===== config.mk =====
export PLATFORM = sky130hd
export DESIGN_NAME = sample_iterator
export DESIGN_NICKNAME = d
export VERILOG_FILES = /design/src/rtl/sample_iterator.sv
export SDC_FILE = /design/constraint.sdc
export NUM_CORES = 1
export LEC_CHECK = 0
export ABC_AREA = 1
export BUFFER_PORTS_ARGS = -buffer_cell sky130_fd_sc_hd__buf_2
export CORE_AREA = 5 5 337 339
export CTS_BUF_LIST = sky130_fd_sc_hd__clkbuf_8
export CTS_CLUSTER_SIZE = 12
export DETAILED_ROUTE_END_ITERATION = 16
export DIE_AREA = 0 0 342 344
export SLEW_MARGIN = 20
export SYNTH_ARGS = -nofsm -noshare
export SYNTH_HDL_FRONTEND = slang
export SYNTH_SLANG_ARGS = --single-unit
export TNS_END_PERCENT = 1

===== constraint.sdc =====
create_clock -name clk -period 8.24 [get_ports clk]
set_input_delay 1.648 -clock clk [delete_from_list [all_inputs] [get_ports clk]]
set_output_delay 1.648 -clock clk [all_outputs]
set_load 0.02 [all_outputs]

===== src/rtl/sample_iterator.sv =====
// Sample iterator: walks a triangle's bounding box in row-major order and
// emits SAMPS sample locations per unstalled cycle to the sample-test pipe.
module sample_iterator #(
  parameter int SIGFIG = 24,
  parameter int RADIX  = 10,
  parameter int VERTS  = 3,
  parameter int AXIS   = 3,
  parameter int COLORS = 3,
  parameter int SAMPS  = 4
) (
  input  logic                     clk,
  input  logic                     rst,
  input  logic signed [SIGFIG-1:0] tri_R13S [VERTS][AXIS],
  input  logic        [SIGFIG-1:0] color_R13U [COLORS],
  input  logic signed [SIGFIG-1:0] box_R13S [2][2],
  input  logic                     validTri_R13H,
  input  logic        [3:0]        subSample_RnnnnU,
  input  logic                     stall_R14H,
  output logic                     halt_RnnnnL,
  output logic signed [SIGFIG-1:0] tri_R14S [VERTS][AXIS],
  output logic        [SIGFIG-1:0] color_R14U [COLORS],
  output logic signed [SIGFIG-1:0] sample_R14S [2][SAMPS],
  output logic        [SAMPS-1:0]  validSamp_R14H
);

  typedef enum logic {WAIT_STATE, TEST_STATE} state_t;

  localparam logic signed [SIGFIG-1:0] SAMPS_S = SIGFIG'(SAMPS);

  state_t                   state_q;
  logic                     halt_q;
  logic signed [SIGFIG-1:0] tri_q [VERTS][AXIS];
  logic        [SIGFIG-1:0] color_q [COLORS];
  logic signed [SIGFIG-1:0] samp_q [2][SAMPS];
  logic        [SAMPS-1:0]  valid_q;
  logic signed [SIGFIG-1:0] step_q, ll_x_q, ur_x_q, ur_y_q, cur_x_q, cur_y_q;

  logic signed [SIGFIG-1:0] step_in, adv_x, base_x, base_y, base_step, base_ur_x;
  logic signed [SIGFIG-1:0] samp_x_d [SAMPS];
  logic        [SAMPS-1:0]  valid_d;
  logic                     row_end, last_grp, accept, load_grp;

  always_comb begin
    case (subSample_RnnnnU)
      4'b0100: step_in = SIGFIG'(1) << (RADIX - 1);
      4'b0010: step_in = SIGFIG'(1) << (RADIX - 2);
      4'b0001: step_in = SIGFIG'(1) << (RADIX - 3);
      default: step_in = SIGFIG'(1) << RADIX;
    endcase
  end

  // base_* describes the group that will be presented after the next edge:
  // the box's lower-left on acceptance, otherwise the next step in the scan.
  always_comb begin
    adv_x    = cur_x_q + SAMPS_S * step_q;
    row_end  = adv_x > ur_x_q;
    last_grp = row_end && ((cur_y_q + step_q) > ur_y_q);
    accept   = (state_q == WAIT_STATE) && validTri_R13H;
    load_grp = accept || ((state_q == TEST_STATE) && !stall_R14H && !last_grp);
    if (state_q == WAIT_STATE) begin
      base_x    = box_R13S[0][0];
      base_y    = box_R13S[0][1];
      base_step = step_in;
      base_ur_x = box_R13S[1][0];
    end else begin
      base_x    = row_end ? ll_x_q : adv_x;
      base_y    = row_end ? (cur_y_q + step_q) : cur_y_q;
      base_step = step_q;
      base_ur_x = ur_x_q;
    end
  end

  for (genvar gi = 0; gi < SAMPS; gi++) begin : g_samp
    localparam logic signed [SIGFIG-1:0] K_S = SIGFIG'(gi);
    assign samp_x_d[gi] = base_x + K_S * base_step;
    assign valid_d[gi]  = samp_x_d[gi] <= base_ur_x;
  end

  always_ff @(posedge clk) begin
    if (rst) begin
      state_q <= WAIT_STATE;
      halt_q  <= 1'b1;
      valid_q <= '0;
      step_q  <= '0;
      ll_x_q  <= '0;
      ur_x_q  <= '0;
      ur_y_q  <= '0;
      cur_x_q <= '0;
      cur_y_q <= '0;
      for (int v = 0; v < VERTS; v++)
        for (int a = 0; a < AXIS; a++)
          tri_q[v][a] <= '0;
      for (int c = 0; c < COLORS; c++)
        color_q[c] <= '0;
      for (int k = 0; k < SAMPS; k++) begin
        samp_q[0][k] <= '0;
        samp_q[1][k] <= '0;
      end
    end else begin
      case (state_q)
        WAIT_STATE: begin
          if (validTri_R13H) begin
            state_q <= TEST_STATE;
            halt_q  <= 1'b0;
            step_q  <= step_in;
            ll_x_q  <= box_R13S[0][0];
            ur_x_q  <= box_R13S[1][0];
            ur_y_q  <= box_R13S[1][1];
            tri_q   <= tri_R13S;
            color_q <= color_R13U;
          end
        end
        TEST_STATE: begin
          if (!stall_R14H && last_grp) begin
            state_q <= WAIT_STATE;
            halt_q  <= 1'b1;
            valid_q <= '0;
          end
        end
        default: state_q <= WAIT_STATE;
      endcase
      if (load_grp) begin
        cur_x_q <= base_x;
        cur_y_q <= base_y;
        valid_q <= valid_d;
        for (int k = 0; k < SAMPS; k++) begin
          samp_q[0][k] <= samp_x_d[k];
          samp_q[1][k] <= base_y;
        end
      end
    end
  end

  assign halt_RnnnnL    = halt_q;
  assign tri_R14S       = tri_q;
  assign color_R14U     = color_q;
  assign sample_R14S    = samp_q;
  assign validSamp_R14H = valid_q;

endmodule


After elaboration in Yosys (flattened, before gate mapping)
Cells that the tools add are included.

Output and inout port bits: 485. Logic and storage cells: 73. Register bits: 510.

Equal/unequal tests: 6. Reductions and logical operators: 14. $mul: 1. Add/subtract/negate cells: 5. Bitwise gates (word level): 1. Multiplexer cells: 16. Magnitude comparators: 6.

Operators by type and width (count): $mux W24 (6); $add A24 B24 Y24 (5); $le A24 B24 Y1 (4); $gt A24 B24 Y1 (2); $pmux W11 S3 (1); $mul A3 B24 Y24 const A (1); $mux W4 (3); $reduce_and A2 Y1 (4); $logic_and A1 B1 Y1 (5); $eq A4 B1 Y1 const B (1); $eq A4 B2 Y1 const B (1); $eq A4 B3 Y1 const B (1); $mux W1 (4); $ne A2 B1 Y1 const B (2); $pmux W1 S2 (2); $reduce_bool A2 Y1 (2); $logic_not A1 Y1 (2); $ne A2 B2 Y1 const B (1); $logic_or A1 B1 Y1 (1); $not A1 Y1 (1).

Longest topological paths before layout
Depth after elaboration: 8. Mapped depth: 50. Depth with buffers taken out: 49.

Least setup slack after synthesis
No wires, ideal clock.

Path type: register -> register. From: register cur_x_q[9]. To: register valid_q[3], in the netlist validSamp_R14H[3]. Data required time: 8.108 ns. Clock period less this slack: 6.600 ns. Data arrival time: 6.468 ns. Stages on the path, launching flop included: 41. Slack: 1.640 ns. Path buffers: 1. Cell sequence: dfxtp_1 -> ha_1 -> fa_1 -> nand3_1 -> nand3_1 -> nand4_1 -> nor2_1 -> nand3_1 -> xnor2_1 -> ha_1 -> a21oi_1 -> o21ai_0 -> nor2_1 -> nand4_1 -> nand3_4 -> buf_6 -> nor2_1 -> nor2_1 -> (+5 left out) -> ha_1 -> a21oi_1 -> inv_1 -> a31oi_1 -> o31ai_1 -> nand3_2 -> nor2_2 -> nand2_1 -> nand2_1 -> nand2_1 -> ha_1 -> nand4_1 -> nor4_1 -> nand2_1 -> nand4_1 -> xor2_1 -> o21ai_0 -> a21oi_1.

RTL lines: start, declared (line 36) `logic signed [SIGFIG-1:0] step_q, ll_x_q, ur_x_q, ur_y_q, cur_x_q, cur_y_q;`; start signal, assigned (line 123) `cur_x_q <= base_x;`; end signal, assigned (line 125) `valid_q <= valid_d;`; end, declared (line 35) `logic [SAMPS-1:0] valid_q;`.

==> flow_summary.toml <==
[timing]
setup_ws_ns = 0.9955
worstMarginPinSlew_ns = 1.298
hold_slack_ns = 0.4568
slew_viol_final = 0
slew_headroom_pct = 13.43
finalSetupViolCount = 0
hold_violations = 0
fmax_mhz = 138.0
fin_skew_ns = 0.08009
rsz0062_at_grt = "false"
period_share_pct = 87.92
final.setup.tns_ns = 0
period_needed_ns = 7.245

[pwr]
leakagePower_nw = 15.23
vdd_ir_drop_max_mv = 0.1401
power_per_cell_area_mw_per_mm2 = 263.0

[placed_design]
dp_slack_ns = 1.119
dp_hpwl_mm = 92.50
gp_congestion = 0.9287
port_buffers = 876

[clocking]
clockBufferDepth = 3
h-tree-depth = 3
post_cts_buffers = 0
cts_inserted_buffers = 90
hold_buffers = 0
clkLatencyLatePin_ns = 0.74
cts_resized = 0
clkTransAtPathRegs_ns = 0.06
cts_tree = "done"
cts_sinks = 467
root_buffer = "clkbuf_8"

[synthesis]
synthesis.nets = 3672
synth_seq_cells = 467
ys_async_sr_fraction_pct = 0
yosysUniqueCellTypes = 50
yosysSeqAreaShare_pct = 40.72
synth_top_area_cell = "dfxtp_1"
yosysWarnings = 0
syn_avg_cell_area_um2 = 7.347
yosys.area.top_type_share_pct = 40.72
synthTopCellsByArea = "dfxtp_1 41%, nor2_1 12%, o21ai_0 10%"
synth-edff-count = 0
syn_inst = 3125
synth_flop_cell = "dfxtp_1"
syn_area_mm2 = 0.02296

[worst_setup_path]
worst-endpoint-arrival_ns = 7.88
critical-path-slowest-cell = "o21ai_1"
required_ns = 8.88
cpPeakStageDelay_ns = 0.59
end_kind = "flop"
crit_family = "simple AND/OR/NAND/NOR gates"
critical_path_peak_fanout = 11
critical_path_class = "flop to flop"
start_kind = "flop"
cp_num_buf_inv = 4

[layout]
mostFrequentLayoutCells = "876 x buf_2, 752 x nor2_1, 477 x o21ai_0"
nets = 4392
synthToLayoutAreaGrowth_pct = 30.62
final_common_cell = "buf_2"
final_util_pct = 27.25
drive_above_1_share_pct = 28.89

[global_routing]
grtUsageMet2_pct = 31.80
grt_pass1_wl_mm = 163.3
first_global_vias = 22840
met1_usage_pct = 22.50
antenna_found_initial = 46
gr-total-overflow = 0
grt_usage_pct = 18.90
grt_max_degree = 206
grt_busiest_layer = "met2"
met3_usage_pct = 6.653

[drt]
drcViolationCount = 0
antenna_left = 0
wl_mm = 117.2
dr.pass1.iters = 5
vias = 23990
vias_per_cell = 4.428
drtIter0Drc = 1513
wire_per_inst_um = 21.62

[min_path]
hold_path_class = "flop to flop"

[floorplan]
chipHeight_um = 344
io_pins = 877
die-area_mm2 = 0.1176
start_util_pct = 20.86
die_w_um = 342
rows = 122
placeableCoreArea_mm2 = 0.1101

[run_status]
outcome = "completed"

[run]
drv_cap = 0
[flip-flops by register name, indices dropped and copies added, names as in the netlist]
name and count:
halt_RnnnnL 1, ll_x_q 24, validSamp_R14H 4, cur_y_q 24
step_q 4, ur_y_q 24, color_R14U 72, sample_R14S 57
cur_x_q 16, ur_x_q 24, tri_R14S 216, state_q 1
[routing by layer]
metal / up-vias / share of wire (%) / wire length, um
met5: - / 0.20 / 234
met4: 30 / 3.7 / 4384
met3: 215 / 9.2 / 10800
met2: 963 / 47 / 54660
met1: 11190 / 40 / 47080
li1: 11590 / - / -
[worst reg2reg max path: cells and delay by family, from the launching register on]
family	cells	cell delay [ns]
adders and majority gates	5	1.45
DFF	1	0.38
AOI/OAI and AO/OA	10	2.02
and+or+nand+nor	21	2.62
buffers and inverters	4	0.45
xor gates and xnor gates	1	0.23
[path summary, 6_finish.rpt]
kind | startpoint | slack, ns | end | cells after the start
max reg2reg | step_q[7] | 1.0 | validSamp_R14H[1] | 41
min reg2reg | ur_y_q[5] | 0.46 | ur_y_q[5] | 2
min | ur_y_q[5] | 0.46 | ur_y_q[5] | 2
max | step_q[7] | 1.0 | validSamp_R14H[1] | 41
[cells by family (layout without fill, tap and decap cells)]
logic type	after synthesis	after routing	share of synthesized area, %
buffers and inverters	476	1266	9.499
xor gates and xnor gates	38	38	1.482
AOI/OAI and AO/OA	708	708	16.32
and+or+nand+nor	1281	1281	23.34
other	0	16	0
DFF	467	467	40.72
adders and majority gates	155	155	8.643
[stage by stage]
stage,power [mW],area (um2),cells
detailed placement,5.424,28010,5241
finish,7.888,29990,5419
floorplan,4.459,22960,3125
global placement,5.403,28010,5241
global route,8.384,29950,5404
CTS,8.002,29950,5403
[Yosys cell counts (3+ instances only)]
cell type  instances
xnor2_1            4
nor4_1             5
inv_1            200
or2_2             18
ha_1             149
o21ai_0          477
o221a_2           14
a211oi_1          12
nand4_1           18
o211ai_1           4
clkinv_1           4
o21a_1             3
a31oi_1            9
clkbuf_1         151
inv_2              6
buf_2             15
nand3_1           87
o2111ai_1          4
nor2_4            10
nor2_1           753
nor2_2             6
xor2_1            33
nand3_2           13
nand2_4            6
buf_4             96
fa_1               6
nor3_1            10
nand2_1          331
dfxtp_1          467
o21ai_1           16
a21oi_1          159
nand2_2           15
a21o_1             3
[power by group]
part	switching (mW)	internal, mW	total [mW]
combinational	1.84	0.825	2.66
clock	1.13	1.39	2.52
sequential	0.194	2.52	2.71
[cell type report]
type / instances / area (um2)
Antenna cell: 16 / 40.04
Clock inverter: 51 / 405.4
Multi-Input combinational cell: 2182 / 11440
Fill cell: 12210 / 80070
Sequential cell: 467 / 9353
Timing Repair Buffer: 894 / 4561
Inverter: 210 / 803.3
Clock buffer: 111 / 1528
Tap cell: 1488 / 1862
(Power assumes the default switching activity.)
